`config.mk`:
```
export PLATFORM = sky130hd
export DESIGN_NAME = spm_accumulator_flat
export DESIGN_NICKNAME = d
export VERILOG_FILES = /design/src/rtl/spm_pkg.sv /design/src/rtl/spm_if.sv /design/src/rtl/spm_modadd.sv /design/src/rtl/spm_accumulator.sv /design/src/flat_wrapper.sv
export SDC_FILE = /design/constraint.sdc
export NUM_CORES = 1
export LEC_CHECK = 0
export CAP_MARGIN = 20
export CORE_MARGIN = 5
export CORE_UTILIZATION = 40
export CTS_CLUSTER_SIZE = 8
export DETAILED_ROUTE_END_ITERATION = 10
export GPL_TIMING_DRIVEN = 0
export PLACE_DENSITY = 0.66
export SYNTH_ARGS = -nofsm -noshare
export SYNTH_HDL_FRONTEND = slang
export SYNTH_SLANG_ARGS = --single-unit
```
`constraint.sdc`:
```
create_clock -name i_clock -period 7.3 [get_ports i_clock]
set_clock_uncertainty 0.05 [all_clocks]
set_input_delay 2.19 -clock i_clock [delete_from_list [all_inputs] [get_ports i_clock]]
set_output_delay 2.19 -clock i_clock [all_outputs]
set_load 0.01 [all_outputs]
```
`src/rtl/spm_pkg.sv`:
```
// Shared definitions for the sparse polynomial multiply accumulator.
//   - trit encodings for the secret coefficient input
//   - FSM state enum
//   - width helpers for the sum (SW) and result (RW) outputs
// Optional feature: SPM_MOD_REDUCE_EN selects mod-Q arithmetic, which
// shrinks SW and RW to W bits.
package spm_pkg;

  localparam logic [1:0] TRIT_ZERO  = 2'b00;
  localparam logic [1:0] TRIT_PLUS  = 2'b01;
  localparam logic [1:0] TRIT_RSVD  = 2'b10;  // treated as zero
  localparam logic [1:0] TRIT_MINUS = 2'b11;

  typedef enum logic [1:0] {
    ST_IDLE  = 2'd0,
    ST_ACCUM = 2'd1,
    ST_DONE  = 2'd2
  } state_e;

  // Raw sums need $clog2(n) guard bits so that n additions of a W-bit value
  // never overflow; reduced sums always stay below Q.
  function automatic int sum_width(input int w, input int n);
`ifdef SPM_MOD_REDUCE_EN
    return w;
`else
    return w + $clog2(n);
`endif
  endfunction

  // The raw difference needs one extra bit for the sign.
  function automatic int res_width(input int w, input int n);
`ifdef SPM_MOD_REDUCE_EN
    return w;
`else
    return sum_width(w, n) + 1;
`endif
  endfunction

endpackage

```
`src/rtl/spm_if.sv`:
```
// Beat/handshake bundle for spm_accumulator.
//   slave  modport: the accumulator (drives o_*, samples i_*)
//   master modport: the producer of coefficient beats
// Signals: i_start, i_valid/o_ready handshake, i_coef_a (W), i_coef_r (2),
//          o_sum_one/o_sum_mone (SW), o_result (RW), o_busy, o_done.
// SW/RW follow SPM_MOD_REDUCE_EN through the package helpers.
interface spm_if
  import spm_pkg::*;
#(
  parameter int N  = 16,
  parameter int W  = 8,
  parameter int SW = sum_width(W, N),
  parameter int RW = res_width(W, N)
) ();

  logic          i_start;
  logic          i_valid;
  logic          o_ready;
  logic [W-1:0]  i_coef_a;
  logic [1:0]    i_coef_r;
  logic [SW-1:0] o_sum_one;
  logic [SW-1:0] o_sum_mone;
  logic [RW-1:0] o_result;
  logic          o_busy;
  logic          o_done;

  modport slave (
    input  i_start, i_valid, i_coef_a, i_coef_r,
    output o_ready, o_sum_one, o_sum_mone, o_result, o_busy, o_done
  );

  modport master (
    output i_start, i_valid, i_coef_a, i_coef_r,
    input  o_ready, o_sum_one, o_sum_mone, o_result, o_busy, o_done
  );

endinterface

```
`src/rtl/spm_modadd.sv`:
```
// Combinational modular adder/subtractor.
//   i_a, i_b : operands, both assumed < Q
//   o_sum    : (i_a + i_b) mod Q
//   o_diff   : (i_a - i_b) mod Q, in 0..Q-1
// Each result needs at most one conditional correction because the
// operands are already reduced.
module spm_modadd #(
  parameter int W = 8,
  parameter int Q = 251
) (
  input  logic [W-1:0] i_a,
  input  logic [W-1:0] i_b,
  output logic [W-1:0] o_sum,
  output logic [W-1:0] o_diff
);

  localparam logic [W:0] QX = (W+1)'(Q);

  logic [W:0] raw_sum;
  logic [W:0] raw_diff;

  always_comb begin
    raw_sum  = {1'b0, i_a} + {1'b0, i_b};
    raw_diff = {1'b0, i_a} - {1'b0, i_b};

    if (raw_sum >= QX) o_sum = W'(raw_sum - QX);
    else               o_sum = raw_sum[W-1:0];

    // a < b: the W+1 bit difference wrapped; adding Q brings it into 0..Q-1.
    if (i_a < i_b) o_diff = W'(raw_diff + QX);
    else           o_diff = raw_diff[W-1:0];
  end

endmodule

```
`src/rtl/spm_accumulator.sv`:
```
// Ternary-secret polynomial accumulator. After i_start it accepts N
// coefficient beats over a valid/ready handshake, summing a_i into
// o_sum_one where r_i = +1 and into o_sum_mone where r_i = -1, then pulses
// o_done for one cycle. Results hold until the next accepted i_start.
// Ports:
//   i_clock, i_reset : clock, synchronous active-high reset
//   bus (spm_if.slave): i_start, i_valid/o_ready, i_coef_a, i_coef_r,
//                       o_sum_one, o_sum_mone, o_result, o_busy, o_done
// Build option: SPM_MOD_REDUCE_EN -> all arithmetic mod Q, W-bit outputs;
// otherwise raw unsigned sums and a two's-complement signed difference.
module spm_accumulator
  import spm_pkg::*;
#(
  parameter int N = 16,
  parameter int W = 8,
  parameter int Q = 251
) (
  input  logic i_clock,
  input  logic i_reset,
  spm_if.slave bus
);

  localparam int SW = sum_width(W, N);
  localparam int RW = res_width(W, N);
  localparam int CW = $clog2(N);

  state_e        state_q,    state_d;
  logic [CW-1:0] cnt_q,      cnt_d;
  logic [SW-1:0] sum_one_q,  sum_one_d;
  logic [SW-1:0] sum_mone_q, sum_mone_d;

  logic          is_plus;
  logic          is_minus;
  logic          last_beat;
  logic [SW-1:0] one_next;
  logic [SW-1:0] mone_next;
  logic [RW-1:0] result;

  assign is_plus   = (bus.i_coef_r == TRIT_PLUS);
  assign is_minus  = (bus.i_coef_r == TRIT_MINUS);
  // Terminal detect on N-1: the counter never has to represent N itself.
  assign last_beat = (cnt_q == CW'(N - 1));

`ifdef SPM_MOD_REDUCE_EN
  logic [W-1:0] acc_sel;
  logic [W-1:0] acc_next;
  logic [W-1:0] acc_diff_unused;
  logic [W-1:0] res_sum_unused;

  // Only one sum changes per beat, so a single reducing adder is shared.
  assign acc_sel = is_plus ? sum_one_q : sum_mone_q;

  spm_modadd #(.W(W), .Q(Q)) u_acc (
    .i_a    (acc_sel),
    .i_b    (bus.i_coef_a),
    .o_sum  (acc_next),
    .o_diff (acc_diff_unused)
  );

  spm_modadd #(.W(W), .Q(Q)) u_res (
    .i_a    (sum_one_q),
    .i_b    (sum_mone_q),
    .o_sum  (res_sum_unused),
    .o_diff (result)
  );

  assign one_next  = acc_next;
  assign mone_next = acc_next;
`else
  assign one_next  = sum_one_q  + SW'(bus.i_coef_a);
  assign mone_next = sum_mone_q + SW'(bus.i_coef_a);
  assign result    = RW'(sum_one_q) - RW'(sum_mone_q);
`endif

  always_comb begin
    // NOTE: every signal gets a default first so no path leaves it unassigned,
    // which would otherwise infer a latch.
    state_d    = state_q;
    cnt_d      = cnt_q;
    sum_one_d  = sum_one_q;
    sum_mone_d = sum_mone_q;

    unique case (state_q)
      ST_IDLE: begin
        if (bus.i_start) begin
          state_d    = ST_ACCUM;
          cnt_d      = '0;
          sum_one_d  = '0;
          sum_mone_d = '0;
        end
      end
      ST_ACCUM: begin
        if (bus.i_valid) begin
          if (is_plus)  sum_one_d  = one_next;
          if (is_minus) sum_mone_d = mone_next;
          if (last_beat) state_d = ST_DONE;
          else           cnt_d   = cnt_q + 1'b1;
        end
      end
      ST_DONE: state_d = ST_IDLE;
      default: state_d = ST_IDLE;
    endcase
  end

  always_ff @(posedge i_clock) begin
    // NOTE: state registers use non-blocking assignments so every flop samples
    // the pre-edge values regardless of statement order.
    if (i_reset) begin
      state_q    <= ST_IDLE;
      cnt_q      <= '0;
      sum_one_q  <= '0;
      sum_mone_q <= '0;
    end else begin
      state_q    <= state_d;
      cnt_q      <= cnt_d;
      sum_one_q  <= sum_one_d;
      sum_mone_q <= sum_mone_d;
    end
  end

  assign bus.o_ready    = (state_q == ST_ACCUM);
  assign bus.o_busy     = (state_q == ST_ACCUM);
  assign bus.o_done     = (state_q == ST_DONE);
  assign bus.o_sum_one  = sum_one_q;
  assign bus.o_sum_mone = sum_mone_q;
  // Sums reset to zero, so the derived result is zero out of reset as well.
  assign bus.o_result   = result;

endmodule

```
`src/flat_wrapper.sv`:
```
// flat-port wrapper written by rule: the top's interface ports become plain ports
module spm_accumulator_flat import spm_pkg::*;
#(
  parameter int N = 16,
  parameter int W = 8,
  parameter int Q = 251
)
  (i_clock, i_reset, bus_i_start, bus_i_valid, bus_i_coef_a, bus_i_coef_r, bus_o_ready, bus_o_sum_one, bus_o_sum_mone, bus_o_result, bus_o_busy, bus_o_done);
  spm_if #(.N(N), .W(W)) bus_i ();
  input  logic i_clock;
  input  logic i_reset;
  input wire logic [$bits(bus_i.i_start)-1:0] bus_i_start;
  input wire logic [$bits(bus_i.i_valid)-1:0] bus_i_valid;
  input wire logic [$bits(bus_i.i_coef_a)-1:0] bus_i_coef_a;
  input wire logic [$bits(bus_i.i_coef_r)-1:0] bus_i_coef_r;
  output wire logic [$bits(bus_i.o_ready)-1:0] bus_o_ready;
  output wire logic [$bits(bus_i.o_sum_one)-1:0] bus_o_sum_one;
  output wire logic [$bits(bus_i.o_sum_mone)-1:0] bus_o_sum_mone;
  output wire logic [$bits(bus_i.o_result)-1:0] bus_o_result;
  output wire logic [$bits(bus_i.o_busy)-1:0] bus_o_busy;
  output wire logic [$bits(bus_i.o_done)-1:0] bus_o_done;
  assign bus_i.i_start = bus_i_start;
  assign bus_i.i_valid = bus_i_valid;
  assign bus_i.i_coef_a = bus_i_coef_a;
  assign bus_i.i_coef_r = bus_i_coef_r;
  assign bus_o_ready = bus_i.o_ready;
  assign bus_o_sum_one = bus_i.o_sum_one;
  assign bus_o_sum_mone = bus_i.o_sum_mone;
  assign bus_o_result = bus_i.o_result;
  assign bus_o_busy = bus_i.o_busy;
  assign bus_o_done = bus_i.o_done;
  spm_accumulator #(.N(N), .W(W), .Q(Q)) u_core (.i_clock(i_clock), .i_reset(i_reset), .bus(bus_i));
endmodule
```
==> results.txt <==
Outcome - finished clean
Number of global-route vias before repair - 2,214
Mapped cell area - 2467 um2
Logic pwr share - 0.344
Post-synthesis net count - 356
Worst slew pin tran - 0.5793 ns
Yosys reg bits - 30
Power per cell area - 149.8 nW/um2
Synth async-reset ratio - 0
Final non-filler cell total - 445
Number of flops mapped to enable cells by yosys - 0
Fin. Hold Viols - 0
Core box area - 5956 um2
Post-DR wirelength/cell - 14.04 um
Yosys warning total - 0
CTS root buf - clkbuf_8
Hold Path Sink - u_core.state_q[1]
Met1 wire length - 2.838 mm
Worst-case reg-to-reg path depth - 7
Layout area overhead - 28.75%
# diodes - 0
Leakage - 1.243 nW
Die area - 7839 um2
Crit path max fanout - 4
Clk sinks - 30
CP arrival - 2.90 ns
First-pass DRT Iterations - 4
Total I/O pin count - 54
Resized cells post-CTS - 0
Yosys top cell by area - dfxtp_1
Final #Nets - 415
Pin count of the biggest net entering global routing - 11
Critical path origin - u_core.bus.o_sum_one[0]
Via Count - 2,362
Detailed placer's ending HPWL - 5.042 mm
Crit Path Class - register to primary output
Synth area leaders - dfxtp_1, ha_1, a21oi_1
Total Routing Usage GR - 0.1648
Synth unique cells - 53
Final Util - 0.5334
Fillers - 570
WP data required - 5.06 ns
Worst skew pair latency - 0.28 ns
Final period util - 0.7036
DRC - 0
Worst vdd ir - 79.23 uV
Sw Ratio - 0.3117
Crit path capture type - primary output
Top cell type's share of synthesized area - 0.2434
Critical R2R Capture - u_core.bus.o_sum_one[6]
Max-slew headroom - 0.6138
Row count - 28
Grt ovf - 0
Syn_area_per_cell - 7.959 um2
CTS tree - done
Clock tree buffer depth - 2
Share of layout cells above drive strength 1 - 0.04595
MaxCap Viol Count - 0
# setup viols final - 0
Startpoint types - register
Port bufs - 52
Int Power - 0.3276 mW
Min Tclk post-route - 5.136 ns
Reg area - 600.6 um2
Antenna violations before repair - 0
FMAX - 194.7 MHz
Unrepaired setup endpoints after global routing - false
Hold_sp - u_core.cnt_q[2]
Vias per cell - 5.308
Net switching power - 0.1484 mW
Setup slack, reg-to-reg - 5.13 ns
Most used DFF post-synth - dfxtp_1
Metal2 WL - 3.076 mm
Hold Crit Depth - 2
Most common library cells after synthesis - a21oi_1, dfxtp_1, ha_1
Initial Util - 0.4143
Post-CTS Setup Bufs - 0
Footprint of the multi-input gates - 1749 um2
Inserted Clock Buffers - 5
Met3 routed WL - 303 um
Share of the yosys chip area belonging to registers - 0.2434
Setup_tns - 0 ns
# placed instances - 437
FF-to-FF Start - u_core.bus.o_sum_one[0]
Die X - 88.54 um
Seq pwr share - 0.362
DR top layer - met4
1st-iter DRT viols - 70
Die Y - 88.54 um
Clock network fraction of design power - 0.294
Fin. max-slew vios - 0
Post-DRT Antenna Nets - 0
Synthesized instance count - 310
Clock transition at path regs - 0.07 ns
Post-CTS Hold Fix Bufs - 0
Global-route wire length before repair - 10.12 mm
GPL Wtd Cong - 0.8593
Final WL - 6.248 mm
Worst Hold Class - register to register
Top-count cell post-synth - a21oi_1
H-tree Lvls - 2
-- registers in the layout, summed over array words and instances, names as in the netlist --
| signal | cells |
|---|---|
| u_core.cnt_q | 4 |
| u_core.bus.o_sum_one | 12 |
| u_core.state_q | 2 |
| u_core.bus.o_sum_mone | 12 |
-- layout make-up --
type,instances,area share
Timing Repair Buffer,52,0.1638
Inverter,19,0.02245
Multi-Input combinational cell,252,0.5506
Tap cell,75,0.02954
Sequential cell,30,0.1891
Buffer,9,0.01457
Clock buffer,6,0.02599
Clock inverter,2,0.003939
-- stage by stage --
stage | area (um2) | power (mW) | hold slack (ns) | worst slack [ns]
after detailed placement | 3082 | 0.3404 | 0.4190 | 2.420
after floorplan | 2467 | 0.2709 | 0.3958 | 3.150
final | 3177 | 0.4760 | 0.4341 | 2.164
after global routing | 3177 | 0.5032 | 0.4759 | 1.962
after CTS | 3177 | 0.4830 | 0.4316 | 2.129
after global placement | 3082 | 0.3388 | 0.4181 | 2.457
-- routing by layer --
| metal | vias up | track usage |
|---|---|---|
| met3 | 2 | 0.02700 |
| met2 | 48 | 0.2848 |
| met1 | 1068 | 0.2140 |
| met4 | 0 | 0.04121 |
| li1 | 1244 | - |
| met5 | - | 0 |
-- worst max-delay path, stage by stage (launching register included) --
cell and delay, ns:
dfxtp_1 0.38, inv_1 0.06, ha_1 0.22, fa_1 0.41, nor2b_1 0.17, o211ai_1 0.11
a21boi_0 0.39, o41ai_1 0.18, xnor2_1 0.15, clkdlybuf4s50_1 0.55
-- cells by family after synthesis --
logic type | count (synthesis) | share of synthesized area
adder cells (fa/ha/maj) | 32 | 0.1714
AO/OA/AOI/OAI | 93 | 0.2454
flip-flops | 30 | 0.2434
multiplexers | 2 | 0.008114
XOR/XNOR | 22 | 0.07809
buffers and inverters | 28 | 0.04766
AND/OR/NAND/NOR | 103 | 0.2059
-- power by group through the flow --
stage / Combinational, mW / Sequential (mW) / Clock, mW
2_1_floorplan: 0.0950 / 0.176 / 0
3_3_place_gp: 0.163 / 0.176 / 0
3_5_place_dp: 0.164 / 0.176 / 0
4_1_cts: 0.165 / 0.172 / 0.146
5_1_grt: 0.179 / 0.173 / 0.151
6_report: 0.164 / 0.172 / 0.140
-- layout by cell type (no fill, tap or decap), drive strengths merged, types with 4 or more instances in the layout --
cell type,instances
a211oi,4
a21o,7
a21oi,37
clkbuf,12
clkdlybuf4s50,52
dfxtp,30
ha,29
inv,18
nand2,25
nand2b,6
nand3,15
nor2,23
nor3,9
o21a,5
o21ai,18
or3,7
xnor2,17
xor2,5
-- how the worst max path moves through the flow --
stage / to / slack, ns / depth (start not counted)
2_1_floorplan: bus_o_result[10] / 3.15 / 8
3_3_place_gp: bus_o_result[10] / 2.46 / 9
3_5_place_dp: bus_o_result[10] / 2.42 / 9
4_1_cts: bus_o_result[10] / 2.13 / 9
5_1_grt: bus_o_result[10] / 1.96 / 9
6_report: bus_o_result[10] / 2.16 / 9
Note: power is estimated with default switching activity, not from simulation.
